===== src/rtl/bin_a_bcd.sv =====
// Iterative double-dabble binary-to-BCD converter with start/busy/valid handshake.
// Optional multiplexed 7-segment display driver enabled by the DISPLAY_MUX_EN macro.
module bin_a_bcd #(
    parameter int WIDTH    = 13,
    parameter int DIGITS   = 4,
    parameter int SCAN_DIV = 27000
) (
    input  logic                  clk,
    input  logic                  rst,
    input  logic [WIDTH-1:0]      bin,
    input  logic                  start,
    output logic [4*DIGITS-1:0]   bcd,
    output logic                  valid,
    output logic                  busy
`ifdef DISPLAY_MUX_EN
    ,
    output logic [DIGITS-1:0]     anodo,
    output logic [6:0]            segmentos
`endif
);

    localparam int SW = 4 * DIGITS;
    localparam int CW = $clog2(WIDTH + 1);

    function automatic longint pow10(input int n);
        longint r;
        r = 1;
        for (int i = 0; i < n; i++) r = r * 10;
        return r;
    endfunction

    // Every WIDTH-bit value must fit in DIGITS decimal digits.
    if (((longint'(1) << WIDTH) - 1) > (pow10(DIGITS) - 1)) begin : g_bad_digits
        $error("bin_a_bcd: DIGITS too small for WIDTH");
    end
    if (SCAN_DIV < 1) begin : g_bad_scan
        $error("bin_a_bcd: SCAN_DIV must be at least 1");
    end

    typedef enum logic [1:0] {
        IDLE  = 2'd0,
        SHIFT = 2'd1,
        DONE  = 2'd2
    } state_t;

    state_t           state, state_nxt;
    logic [SW-1:0]    scratch;
    logic [SW-1:0]    adj;
    logic [WIDTH-1:0] binreg;
    logic [CW-1:0]    cnt;

    // Handshake: start is level-sampled and accepted only in IDLE; busy is high
    // from acceptance until the result lands; valid pulses one cycle with bcd.
    always_ff @(posedge clk or posedge rst) begin
        if (rst) state <= IDLE;
        else     state <= state_nxt;
    end

    always_comb begin
        state_nxt = state;
        case (state)
            IDLE:    if (start) state_nxt = SHIFT;
            SHIFT:   if (cnt == CW'(1)) state_nxt = DONE;
            DONE:    state_nxt = IDLE;
            default: state_nxt = IDLE;
        endcase
    end

    always_comb begin
        busy = (state != IDLE);
    end

    // Add-3 correction applied to each nibble before the shift.
    always_comb begin
        adj = scratch;
        for (int i = 0; i < DIGITS; i++) begin
            if (scratch[4*i +: 4] >= 4'd5) adj[4*i +: 4] = scratch[4*i +: 4] + 4'd3;
        end
    end

    always_ff @(posedge clk or posedge rst) begin
        if (rst) begin
            scratch <= '0;
            binreg  <= '0;
            cnt     <= '0;
            bcd     <= '0;
            valid   <= 1'b0;
        end else begin
            valid <= 1'b0;
            case (state)
                IDLE: begin
                    if (start) begin
                        binreg  <= bin;
                        scratch <= '0;
                        cnt     <= CW'(WIDTH);
                    end
                end
                SHIFT: begin
                    {scratch, binreg} <= {adj[SW-2:0], binreg, 1'b0};
                    cnt               <= cnt - CW'(1);
                end
                DONE: begin
                    bcd   <= scratch;
                    valid <= 1'b1;
                end
                default: ;
            endcase
        end
    end

`ifdef DISPLAY_MUX_EN
    localparam int IW = (DIGITS > 1) ? $clog2(DIGITS) : 1;
    localparam int KW = (SCAN_DIV > 1) ? $clog2(SCAN_DIV) : 1;

    logic [KW-1:0] scan_cnt;
    logic [IW-1:0] idx;
    logic [IW-1:0] msd;
    logic [3:0]    digit;

    always_ff @(posedge clk or posedge rst) begin
        if (rst) begin
            scan_cnt <= '0;
            idx      <= '0;
        end else if (scan_cnt == KW'(SCAN_DIV - 1)) begin
            scan_cnt <= '0;
            idx      <= (idx == IW'(DIGITS - 1)) ? '0 : idx + IW'(1);
        end else begin
            scan_cnt <= scan_cnt + KW'(1);
        end
    end

    // Highest non-zero digit; everything above it is blanked.
    always_comb begin
        msd = '0;
        for (int i = 0; i < DIGITS; i++) begin
            if (bcd[4*i +: 4] != 4'd0) msd = IW'(i);
        end
    end

    always_comb begin
        digit = bcd[4*idx +: 4];
        anodo = ~(DIGITS'(1) << idx);
        case (digit)
            4'd0:    segmentos = 7'b1000000;
            4'd1:    segmentos = 7'b1111001;
            4'd2:    segmentos = 7'b0100100;
            4'd3:    segmentos = 7'b0110000;
            4'd4:    segmentos = 7'b0011001;
            4'd5:    segmentos = 7'b0010010;
            4'd6:    segmentos = 7'b0000010;
            4'd7:    segmentos = 7'b1111000;
            4'd8:    segmentos = 7'b0000000;
            4'd9:    segmentos = 7'b0010000;
            default: segmentos = 7'b1111111;
        endcase
        if (idx > msd) segmentos = 7'b1111111;
    end
`endif

endmodule


===== config.mk =====
export PLATFORM = sky130hd
export DESIGN_NAME = bin_a_bcd
export DESIGN_NICKNAME = d
export VERILOG_FILES = /design/src/rtl/bin_a_bcd.sv
export SDC_FILE = /design/constraint.sdc
export NUM_CORES = 1
export LEC_CHECK = 0
export ABC_AREA = 1
export BUFFER_PORTS_ARGS = -buffer_cell sky130_fd_sc_hd__buf_2
export CAP_MARGIN = 30
export CORE_MARGIN = 2
export CORE_UTILIZATION = 35
export CTS_BUF_LIST = sky130_fd_sc_hd__clkbuf_16
export DETAILED_ROUTE_END_ITERATION = 12
export GPL_TIMING_DRIVEN = 0
export RECOVER_POWER = 100
export SYNTH_ARGS = -nofsm -noshare
export SYNTH_HDL_FRONTEND = slang
export SYNTH_SLANG_ARGS = --single-unit

===== constraint.sdc =====
create_clock -name clk -period 4.1 [get_ports clk]
set_input_delay 0.205 -clock clk [delete_from_list [all_inputs] [get_ports clk]]
set_output_delay 0.205 -clock clk [all_outputs]
set_load 0.01 [all_outputs]

## Word level (Yosys, flattened, before mapping)

Cells that the tools add are included.

- Reductions and logical operators: 5
- Eq/ne operators: 5
- Add/sub/neg operators: 5
- Muxes and demuxes: 14
- $lt $le $gt $ge: 4

Operators with widths:

| cell | number |
|---|---|
| one-hot mux 16 bit (2 select lines) | 1 |
| one-hot mux 13 bit (2 select lines) | 1 |
| greater-or-equal comparator 4 x 3 -> 1 bit, second input constant | 4 |
| 2-to-1 mux 16 bit | 1 |
| 2-to-1 mux 4 bit | 4 |
| 2-to-1 mux 13 bit | 1 |
| adder 4 x 2 -> 4 bit, second input constant | 3 |
| one-hot mux 4 bit (2 select lines) | 1 |
| == test 4 x 1 -> 1 bit, second input constant | 1 |
| 2-to-1 mux 2 bit | 2 |
| inequality test 2 bit, second input constant | 2 |
| one-hot mux 2 bit (2 select lines) | 1 |
| AND reduction 2 bit | 2 |
| nonzero test 2 bit | 2 |
| subtractor 4 x 1 -> 4 bit, second input constant | 1 |
| adder 3 x 2 -> 3 bit, second input constant | 1 |
| 2-to-1 mux 3 bit | 1 |
| == test 2 x 1 -> 1 bit, second input constant | 1 |
| == test 2 bit, second input constant | 1 |
| logical NOT 2 bit | 1 |
| 2-to-1 mux 1 bit | 1 |

- Register bits after elaboration: 52
- Word-level logic and storage cells: 39
- Bits of input ports: 16

## Depth between registers and ports, before layout

- Depth in word-level cells: 3
- Depth in mapped cells: 9
- Mapped depth without buffers: 9

## Worst setup path before layout

Ideal clock, no wire load.

- Path type: register -> register
- From: reg scratch[4]
- To: reg scratch[5]
- Setup time: 0.117 ns
- Data arrival time: 1.009 ns
- Setup slack: 2.974 ns
- Required time: 3.983 ns
- Path buffers: 0
- Cell stages (with the launch flop): 9
- Cell sequence: dfrtp_1 inv_1 ha_1 inv_1 nand2_1 nand3_1 nand2_1 nand3_1 nand2_1

- Cells in the longest elaborated chain, start to end: 3
- Elaborated cells between the ends (all ways): 4
- Classes of those cells: add/sub: 1; order compare: 1; mux: 2

RTL lines:

| what | RTL line | source |
|---|---|---|
| start, declared | 47 | `logic [SW-1:0] scratch;` |
| start signal, assigned | 99 | `{scratch, binreg} <= {adj[SW-2:0], binreg, 1'b0};` |
| adder 4 x 2 -> 4 bit or greater-or-equal comparator 4 x 3 -> 1 bit (tied branches) | 77 | `if (scratch[4*i +: 4] >= 4'd5) adj[4*i +: 4] = scratch[4*i +: 4] + 4'd3;` |
| 2-to-1 mux 4 bit * | 77 |  |
| one-hot mux 16 bit (2 select lines) * | 90 | `case (state)` |

Mark *: on every way between the ends. The rest lies on a longest branch, timed or not.
A chain may end at the register's enable or synchronous reset.

## Worst setup path after layout

- From: reg state[0]
- To: reg scratch[2]

- Cells in the longest elaborated chain, start to end: 3
- Elaborated cells between the ends (all ways): 6
- Classes of those cells: eq/ne: 2; mux: 1; reduce/logical: 3

RTL lines:

| what | RTL line | source |
|---|---|---|
| start, declared | 46 | `state_t state, state_nxt;` |
| start signal, assigned | 56 | `else state <= state_nxt;` |
| == test 2 x 1 -> 1 bit or logical NOT 2 bit (tied branches) | 90 |  |
| nonzero test 2 bit (no line) or inequality test 2 bit (tied branches) | - |  |
| AND reduction 2 bit (no line) | - |  |

Several ways; a longest one is shown, not always the timed one.

==> flow_metrics.tcl <==
set metrics [dict create \
    synth_edf_count 0 \
    synthCells 295 \
    drc 0 \
    cts_tree "done" \
    synth_nets 321 \
    yosys_warnings 0 \
    place_congestion 0.8436 \
    worst_slew_pin_slew_ps 660.7 \
    grt.overflow.total 0 \
    required_ps 4320 \
    nFillCells 721 \
    cts_root_buffer "clkbuf_16" \
    placedCellCount 425 \
    critPathCaptureType "flip-flop" \
    layout.cells.non_filler 434 \
    clkTransAtPathRegs_ps 70 \
    slew_headroom 0.5591 \
    num_rows 30 \
    crit_type "flip-flop to flip-flop" \
    vias 2036 \
    crit_slowest_cell "clkbuf_1" \
    drv_cap 0 \
    status "completed" \
    p_per_area_nw_per_um2 747.1 \
    placed_area_um2 2760 \
    cts_made_buffers 5 \
    cpLargestDelayFamily "buffers and inverters" \
    hold_viol_final 0 \
    synth_cell_types 20 \
    critPathArrivalTime_ps 2100 \
    totalWireLength_um 4978 \
    io_buffers 33 \
    synthFlopType "dfrtp_1" \
    cts_sinks 52 \
    ys_async_sr_fraction 1.000 \
    worstPathMaxFanout 10 \
    grt_use_total 0.1415 \
    grt_pass1_vias 1857 \
    crit_buf_inv 2 \
    coreArea_um2 6794 \
    grt_start_max_net_pins 38 \
    period_share 0.4567 \
    start_util 0.3613 \
    dieArea_um2 7700 \
    fmax_mhz 534.0 \
    setup-violations-final 0 \
    crit_path_max_incr_delay_ps 460 \
    hp-class "input pin to flip-flop" \
    worst_slack_ps 2227 \
    fin_crit_ps 1873 \
    worstSetupStartpointType "flip-flop" \
    first_pass_iters 4 \
    antenna_left 0 \
    leakagePower_nw 1.446 \
    rsz0062_at_grt "no" \
    crit_path_cell_trace "nand2_1 -> nand2_1 -> inv_1 -> clkbuf_1 -> nand2_1 -> nand2_1" \
    multi_input_area_um2 958.4 \
    timing.setup.tns_ps 0 \
    hpwlAfterDp_um 3558 \
    nNetsFinal 363 \
    avgSynthCellArea_um2 8.322 \
    drive_gt1_frac 0.08284 \
    antenna_found_initial 0 \
    synth-seq-area-share 0.5301 \
    regArea_um2 1301 \
    cts.htree.levels 2 \
    ys_seq_elements 52 \
    dp_slack_ps 2797 \
    chipWidth_um 87.75 \
    postLayoutCellArea_um2 2860 \
    num_antenna_cells 0 \
    ir_worst_vdd_uv 263.9 \
    grt_first_pass_wirelength_um 8480 \
    clkLatencyLatePin_ps 290 \
    syn2layout_area_growth_pct 16.51 \
    netlist_area_um2 2455 \
    vias_per_cell 4.691 \
    clock_path_buffers 2 \
    drv_slew 0 \
    die_y_um 87.75 \
    drt-initial-drc-count 149 \
    wire_per_inst_um 11.47 \
    fin_skew_ps 5.946 \
    cts_resized 0 \
    cp_common_cell "nand2_1" \
    ios 34 \
]
==> what timing repair did <==
action,in CTS,in global routing
hold buffers,1,0
hold endpoints to repair,15,0
setup buffers,0,0
==> cells in the mapped netlist (2+ instances only) <==
cell type  count  share of area
buf_2          4         0.0082
buf_4          4          0.012
dfrtp_1       52           0.53
ha_1          10          0.051
inv_1         27          0.041
inv_2          4         0.0061
nand2_1      110           0.17
nand2_4        2         0.0092
nand3_1       32          0.065
nand4_1        6          0.015
nor2_1         3         0.0046
nor3_1         2         0.0041
o21ai_0       27          0.055
o21ai_1        6          0.012
==> power breakdown <==
part | internal (mW) | total [mW] | switching [mW] | leakage (nW)
sequential | 0.729 | 0.865 | 0.135 | 0.652
combinational | 0.315 | 0.861 | 0.546 | 0.720
clock | 0.225 | 0.411 | 0.186 | 0.0736
total | 1.27 | 2.14 | 0.868 | 1.45
==> state kept, by name, indices dropped and copies added (netlist names) <==
| name | flops |
|---|---|
| bcd | 16 |
| scratch | 16 |
| binreg | 13 |
| cnt | 4 |
| state | 2 |
| valid | 1 |
==> per-stage QoR <==
step	total power, mW	hold WS (ps)	util
CTS	2.209	116.5	0.4289
global route	2.362	125.0	0.4210
finish	2.137	119.6	0.4210
global placement	1.757	415.5	0.4033
floorplan	1.534	321.6	-
detailed placement	1.791	204.7	0.4063
==> path summary, 6_finish.rpt <==
check / start / end / slack [ps] / depth (start not counted)
max reg2reg: state[0] / scratch[2] / 2230 / 6
min: bin[0] / binreg[0] / 120 / 3
min reg2reg: scratch[5] / scratch[5] / 480 / 2
max: state[0] / scratch[2] / 2230 / 6
max in group asynchronous: rst / scratch[3] / 2930 / 4
min in group asynchronous: rst / scratch[4] / 550 / 3
==> routing by layer <==
layer  GRT usage  routed length [µm]  vias up  share of wire
met1      0.1828                2456      947           0.49
met4     0.05315                 101        0          0.020
met3     0.04807                 243        9          0.049
met2      0.2204                2176       45           0.44
met5           0                   0        -              0
li1            -                   -     1035              -
==> area by class of cell <==
| class | count | share of cell area |
|---|---|---|
| Sequential cell | 52 | 0.4549 |
| Multi-Input combinational cell | 203 | 0.3351 |
| Timing Repair Buffer | 35 | 0.06037 |
| Clock buffer | 5 | 0.04374 |
| Tap cell | 96 | 0.04199 |
| Inverter | 31 | 0.04068 |
| Buffer | 9 | 0.01662 |
| Clock inverter | 3 | 0.006562 |
==> kinds of logic after synthesis <==
kind of cell               count (synthesis)  share of synthesized area
DFF                                       52                     0.5301
AOI/OAI and AO/OA                         35                    0.07187
buffers and inverters                     40                    0.07237
adders and majority gates                 10                    0.05097
and+or+nand+nor                          158                     0.2747
==> cells in the final DEF, fill, tap and decap left out, types with 2 or more instances in the layout <==
| cell type | n |
|---|---|
| o21ai_0 | 30 |
| clkbuf_1 | 23 |
| buf_2 | 17 |
| nand2_1 | 112 |
| nor2_1 | 4 |
| nand3_1 | 32 |
| o21ai_1 | 3 |
| clkbuf_16 | 5 |
| nand4_1 | 6 |
| ha_1 | 10 |
| clkinv_2 | 2 |
| inv_1 | 30 |
| nor3_1 | 2 |
| dfrtp_1 | 52 |
==> worst reg2reg max path: stages (launching register included) <==
cell and delay [ps]:
dfrtp_1 410, nand2_1 200, nand2_1 280, inv_1 260, clkbuf_1 460, nand2_1 110, nand2_1 90
Note: power is estimated with default switching activity, not from simulation.
